===== src/rtl/mm_transpose_tile.sv =====
`default_nettype none
// ============================================================================
// Module      : mm_transpose_tile
// Description : openMSP430 peripheral that buffers a DIM x DIM tile of 16-bit
//               words, transposes it in place and streams it back out.
// Revision    : 1.0
// ============================================================================
module mm_transpose_tile #(
    parameter logic [14:0] BASE_ADDR = 15'h0190,
    parameter int          DIM       = 4
) (
    input  logic        mclk,
    input  logic        reset_n,
    input  logic [13:0] per_addr,
    input  logic [15:0] per_din,
    input  logic        per_en,
    input  logic [1:0]  per_we,
    output logic [15:0] per_dout
);

    localparam int c_N     = DIM * DIM;
    localparam int c_CNT_W = $clog2(c_N) + 1;
    localparam int c_IDX_W = c_CNT_W - 1;
    localparam int c_IW    = (DIM <= 2) ? 1 : $clog2(DIM);

    localparam logic [1:0] c_REG_CTRL = 2'd0;
    localparam logic [1:0] c_REG_DIN  = 2'd1;
    localparam logic [1:0] c_REG_DOUT = 2'd2;
    localparam logic [1:0] c_REG_INFO = 2'd3;

    typedef enum logic [1:0] {
        S_FILL  = 2'd0,
        S_SWAP  = 2'd1,
        S_DRAIN = 2'd2
    } state_t;

    state_t               r_state;
    state_t               w_state_nxt;
    logic [15:0]          r_mem [c_N];
    logic [c_CNT_W-1:0]   r_wr_cnt;
    logic [c_CNT_W-1:0]   r_rd_cnt;
    logic [c_IW-1:0]      r_si;
    logic [c_IW-1:0]      r_sj;
    logic                 r_done;
    logic                 r_ovf;
    logic                 r_err;

    logic                 w_sel;
    logic                 w_wr;
    logic                 w_rd;
    logic                 w_clr;
    logic                 w_go;
    logic                 w_din_wr;
    logic                 w_dout_rd;
    logic                 w_full;
    logic                 w_busy;
    logic                 w_swap_last;
    logic                 w_drain_last;
    logic [c_IDX_W-1:0]   w_swap_a;
    logic [c_IDX_W-1:0]   w_swap_b;
    logic [15:0]          w_status;
    logic [7:0]           w_count;

    // Bus decode: only full-word writes act, reads are per_we == 0
    assign w_sel     = per_en && (per_addr[13:2] == BASE_ADDR[14:3]);
    assign w_wr      = w_sel && (per_we == 2'b11);
    assign w_rd      = w_sel && (per_we == 2'b00);
    assign w_clr     = w_wr && (per_addr[1:0] == c_REG_CTRL) && per_din[0];
    assign w_go      = w_wr && (per_addr[1:0] == c_REG_CTRL) && per_din[1];
    assign w_din_wr  = w_wr && (per_addr[1:0] == c_REG_DIN);
    assign w_dout_rd = w_rd && (per_addr[1:0] == c_REG_DOUT);

    assign w_full       = (r_state == S_FILL) && (r_wr_cnt == c_CNT_W'(c_N));
    assign w_busy       = (r_state == S_SWAP);
    assign w_swap_last  = (r_si == c_IW'(DIM - 2)) && (r_sj == c_IW'(DIM - 1));
    assign w_drain_last = (r_rd_cnt == c_CNT_W'(c_N - 1));

    // Mirror positions of the current upper-triangle pair (i,j) and (j,i)
    assign w_swap_a = c_IDX_W'(int'(r_si) * DIM + int'(r_sj));
    assign w_swap_b = c_IDX_W'(int'(r_sj) * DIM + int'(r_si));

    always_ff @(posedge mclk) begin
        if (!reset_n) begin
            r_state <= S_FILL;
        end else begin
            r_state <= w_state_nxt;
        end
    end

    always_comb begin
        w_state_nxt = r_state;
        if (w_clr) begin
            w_state_nxt = S_FILL;
        end else begin
            case (r_state)
                S_FILL:  if (w_go && w_full) w_state_nxt = S_SWAP;
                S_SWAP:  if (w_swap_last) w_state_nxt = S_DRAIN;
                S_DRAIN: if (w_dout_rd && w_drain_last) w_state_nxt = S_FILL;
                default: w_state_nxt = S_FILL;
            endcase
        end
    end

    always_ff @(posedge mclk) begin
        if (!reset_n) begin
            r_wr_cnt <= '0;
            r_rd_cnt <= '0;
            r_si     <= '0;
            r_sj     <= c_IW'(1);
            r_done   <= 1'b0;
            r_ovf    <= 1'b0;
            r_err    <= 1'b0;
        end else if (w_clr) begin
            r_wr_cnt <= '0;
            r_rd_cnt <= '0;
            r_si     <= '0;
            r_sj     <= c_IW'(1);
            r_done   <= 1'b0;
            r_ovf    <= 1'b0;
            r_err    <= 1'b0;
        end else begin
            case (r_state)
                S_FILL: begin
                    if (w_din_wr) begin
                        if (w_full) begin
                            r_ovf <= 1'b1;
                        end else begin
                            r_wr_cnt <= r_wr_cnt + c_CNT_W'(1);
                        end
                    end
                    if (w_go && !w_full) begin
                        r_err <= 1'b1;
                    end
                    if (w_go && w_full) begin
                        r_si <= '0;
                        r_sj <= c_IW'(1);
                    end
                end
                S_SWAP: begin
                    if (w_din_wr) r_ovf <= 1'b1;
                    if (w_go)     r_err <= 1'b1;
                    if (r_sj == c_IW'(DIM - 1)) begin
                        r_si <= r_si + c_IW'(1);
                        r_sj <= r_si + c_IW'(2);
                    end else begin
                        r_sj <= r_sj + c_IW'(1);
                    end
                    if (w_swap_last) r_done <= 1'b1;
                end
                S_DRAIN: begin
                    if (w_din_wr) r_ovf <= 1'b1;
                    if (w_go)     r_err <= 1'b1;
                    if (w_dout_rd) begin
                        if (w_drain_last) begin
                            r_rd_cnt <= '0;
                            r_wr_cnt <= '0;
                            r_done   <= 1'b0;
                        end else begin
                            r_rd_cnt <= r_rd_cnt + c_CNT_W'(1);
                        end
                    end
                end
                default: begin
                    r_wr_cnt <= '0;
                    r_rd_cnt <= '0;
                end
            endcase
        end
    end

    // Tile storage is deliberately left uncleared by reset and CLR
    always_ff @(posedge mclk) begin
        if (reset_n && !w_clr) begin
            if ((r_state == S_FILL) && w_din_wr && !w_full) begin
                r_mem[r_wr_cnt[c_IDX_W-1:0]] <= per_din;
            end
            if (r_state == S_SWAP) begin
                r_mem[w_swap_a] <= r_mem[w_swap_b];
                r_mem[w_swap_b] <= r_mem[w_swap_a];
            end
        end
    end

    assign w_status = {11'd0, r_err, r_ovf, r_done, w_busy, w_full};

    always_comb begin
        w_count = 8'(r_wr_cnt);
        if (r_state == S_DRAIN) begin
            w_count = 8'(c_N) - 8'(r_rd_cnt);
        end
    end

    always_comb begin
        per_dout = 16'h0000;
        if (w_rd) begin
            case (per_addr[1:0])
                c_REG_CTRL: per_dout = w_status;
                c_REG_DOUT: begin
                    if (r_state == S_DRAIN) begin
                        per_dout = r_mem[r_rd_cnt[c_IDX_W-1:0]];
                    end
                end
                c_REG_INFO: per_dout = {8'(DIM), w_count};
                default:    per_dout = 16'h0000;
            endcase
        end
    end

endmodule
`default_nettype wire


===== config.mk =====
export PLATFORM = sky130hd
export DESIGN_NAME = mm_transpose_tile
export DESIGN_NICKNAME = d
export VERILOG_FILES = /design/src/rtl/mm_transpose_tile.sv
export SDC_FILE = /design/constraint.sdc
export NUM_CORES = 1
export LEC_CHECK = 0
export BUFFER_PORTS_ARGS = -buffer_cell sky130_fd_sc_hd__buf_2
export CAP_MARGIN = 0
export CORE_ASPECT_RATIO = 0.7
export CORE_UTILIZATION = 55
export DETAILED_ROUTE_END_ITERATION = 16
export PLACE_DENSITY = 0.72
export SYNTH_ARGS = -nofsm -noshare
export SYNTH_HDL_FRONTEND = slang
export SYNTH_SLANG_ARGS = --single-unit

===== constraint.sdc =====
create_clock -name mclk -period 5.3 [get_ports mclk]
set_input_delay 0 -clock mclk [delete_from_list [all_inputs] [get_ports mclk]]
set_output_delay 0 -clock mclk [all_outputs]
set_load 0.005 [all_outputs]

==> flow_metrics.tcl <==
set metrics [dict create \
    layout.cells.non_filler 1822 \
    clkTransAtPathRegs_ns 0.06 \
    drive_gt1_frac 0.293 \
    yosys.area.top_type_share 0.401 \
    synth_common_cells "mux2i_1 (313), edfxtp_1 (256), mux4_2 (200), clkbuf_1 (64), nor2_1 (63)" \
    syn_nets 1384 \
    start_util 0.566 \
    drc 0 \
    yosysMostFrequentCell "mux2i_1" \
    globalplace.congestion 0.938 \
    track_usage 0.338 \
    diodes 0 \
    nets 1388 \
    drv_cap 0 \
    worstMarginPinSlew_ns 1.32 \
    arrival_ns 4.25 \
    core.rowCount 56 \
    slew_headroom 0.117 \
    ys_top_cells_by_area "edfxtp_1 (40%), mux4_2 (23%), mux2i_1 (16%)" \
    drtIter0Drc 1850 \
    vias 13178 \
    areaGrowthSynthToFinish_pct 9.03 \
    ir_worst_vdd_uv 220 \
    rsz0062_at_grt "false" \
    fmax_ghz 0.246 \
    setup_tns_ns 0 \
    syn_area_sq_mm 0.0192 \
    drtAntennaViolNets 0 \
    cp-start-kind "register" \
    period_share 0.768 \
    crit_required_ns 5.49 \
    ios 51 \
    synth_seq_cells 279 \
    die_h_um 158 \
    grt_first_pass_wirelength_um 86400 \
    hp-class "in -> reg" \
    cp_max_fo 41 \
    endpoint_kind "register" \
    cts_max_path_buffers 3 \
    grt_max_degree 74 \
    synth_cells 1333 \
    setup_viol 0 \
    async_flop_share 0 \
    die_area_sq_mm 0.0357 \
    synthDistinctLibCells 59 \
    path_class "reg -> reg" \
    wire_per_inst_um 32.4 \
    fin_util 0.617 \
    ys.flop_type "edfxtp_1" \
    clockRootBuffer "clkbuf_16" \
    synth_area_per_cell_sq_um 14.4 \
    swShare 0.209 \
    leakagePower_uw 0.00848 \
    antenna_found_initial 0 \
    nFillCells 2587 \
    dp_cells 1759 \
    comb_power_share 0.036 \
    grt_pass1_vias 12962 \
    insertion_delay_ns 0.58 \
    htree_levels 1 \
    vias_per_cell 7.23 \
    period_needed_ns 4.07 \
    overflow 0 \
    status "finished clean" \
    fin_skew_ns 0.0222 \
    seq_power_share 0.505 \
    p_int_uw 3750 \
    slew_viol_final 0 \
    die_x_um 225 \
    synth_edf_count 256 \
    hold_viol 0 \
    numCtsBuffers 29 \
    dr.pass1.iters 5 \
    cts.sinks 279 \
    switching_power_uw 994 \
    powerDensity_mw_per_mm2 227 \
    io_buffers 50 \
    rrSetupSlack_ns 1.23 \
    cts_tree "done" \
    power_frac_clock 0.459 \
    post-dp-hpwl_um 37200 \
    yosys_warnings 0 \
    fp.coreArea_sq_mm 0.0339 \
    drt_wl_total_um 59000 \
    yosysTopAreaCell "edfxtp_1" \
    ys_seq_area_frac 0.425 \
]
-- path summary, 6_finish.rpt --
path                   to  cells past startpoint  startpoint
max           r_mem[4][6]                      6  r_state[1]
min          r_mem[15][5]                      3  per_din[5]
min reg2reg         r_ovf                      2       r_ovf
max reg2reg   r_mem[4][6]                      6  r_state[1]
-- layer usage --
metal,routed length (um),global-route usage,vias up
li1,-,-,5393
met1,23500,0.486,6666
met3,8010,0.0939,138
met2,25600,0.496,981
met4,1980,0.112,0
met5,0,0,-
-- flip-flops by register name, summed over array words and instances (netlist names), named ones only --
name	count
r_done	1
r_err	1
r_mem	256
r_ovf	1
r_rd_cnt	5
r_si	2
r_sj	2
r_state	2
r_wr_cnt	5
-- stage by stage --
stage / worst slack [ns] / cell area (sq um) / hold slack (ns) / total power [uW]
after floorplan: 1.62 / 19200 / 0.119 / 2560
after detailed placement: 1.20 / 19800 / 0.411 / 2610
after global routing: 1.08 / 20900 / 0.0243 / 4850
final: 1.23 / 20900 / 0.0128 / 4750
after global placement: 1.25 / 19800 / 0.411 / 2600
after CTS: 1.32 / 20900 / 0.00435 / 4750
-- critical path, cell delays in order, from the launching register on --
cell and delay (ns):
dfxtp_1 0.32, inv_1 0.09, ha_1 0.52, and2_1 0.27, o21a_4 0.81, mux2i_2 0.49, o31ai_4 1.14
-- power by group through the flow --
stage	registers (uW)	logic, uW	clock network [uW]
after floorplan	2450	116	0
after global placement	2450	154	0
after detailed placement	2450	160	0
after CTS	2400	168	2190
after global routing	2400	184	2270
final	2400	169	2180
-- final cells by class --
| class | instances | area [sq um] | area share |
|---|---|---|---|
| clock buffers | 33 | 741 | 0.0354 |
| clock inverters | 19 | 243 | 0.0116 |
| inverters | 24 | 90.1 | 0.00431 |
| multi-input cells | 884 | 10300 | 0.491 |
| flip-flops and latches | 279 | 8170 | 0.390 |
| well taps | 464 | 581 | 0.0277 |
| repair buffers | 119 | 821 | 0.0392 |
-- cell families (layout without fill, tap and decap cells) --
| group | count (synthesis) | after routing | share of synthesized area |
|---|---|---|---|
| muxes | 533 | 533 | 0.419 |
| DFF | 279 | 279 | 0.425 |
| and+or+nand+nor | 213 | 213 | 0.0543 |
| buffers and inverters | 170 | 195 | 0.0506 |
| AOI/OAI and AO/OA | 120 | 120 | 0.0402 |
| adders and majority gates | 16 | 16 | 0.0104 |
| xor gates and xnor gates | 2 | 2 | 0.000913 |
-- cells in the final DEF (no fill, tap or decap), types with 14 or more instances in the layout --
| cell type | count |
|---|---|
| mux2i_1 | 313 |
| edfxtp_1 | 256 |
| mux4_2 | 200 |
| nor2_1 | 63 |
| buf_4 | 56 |
| nand2_1 | 50 |
| buf_2 | 50 |
| nand3_1 | 46 |
| clkbuf_16 | 29 |
| inv_1 | 21 |
| o21ai_1 | 18 |
| a21oi_1 | 17 |
| a211oi_1 | 16 |
| ha_1 | 16 |
| dfxtp_1 | 16 |
| mux2i_4 | 15 |
| o31ai_4 | 14 |
-- repair_timing --
item | CTS | global route
hold buffers | 11 | 0
buffers inserted | 0 | 0
gates resized for setup | 0 | 0
endpoints found under the hold margin | 118 | 0
(Power assumes the default switching activity.)
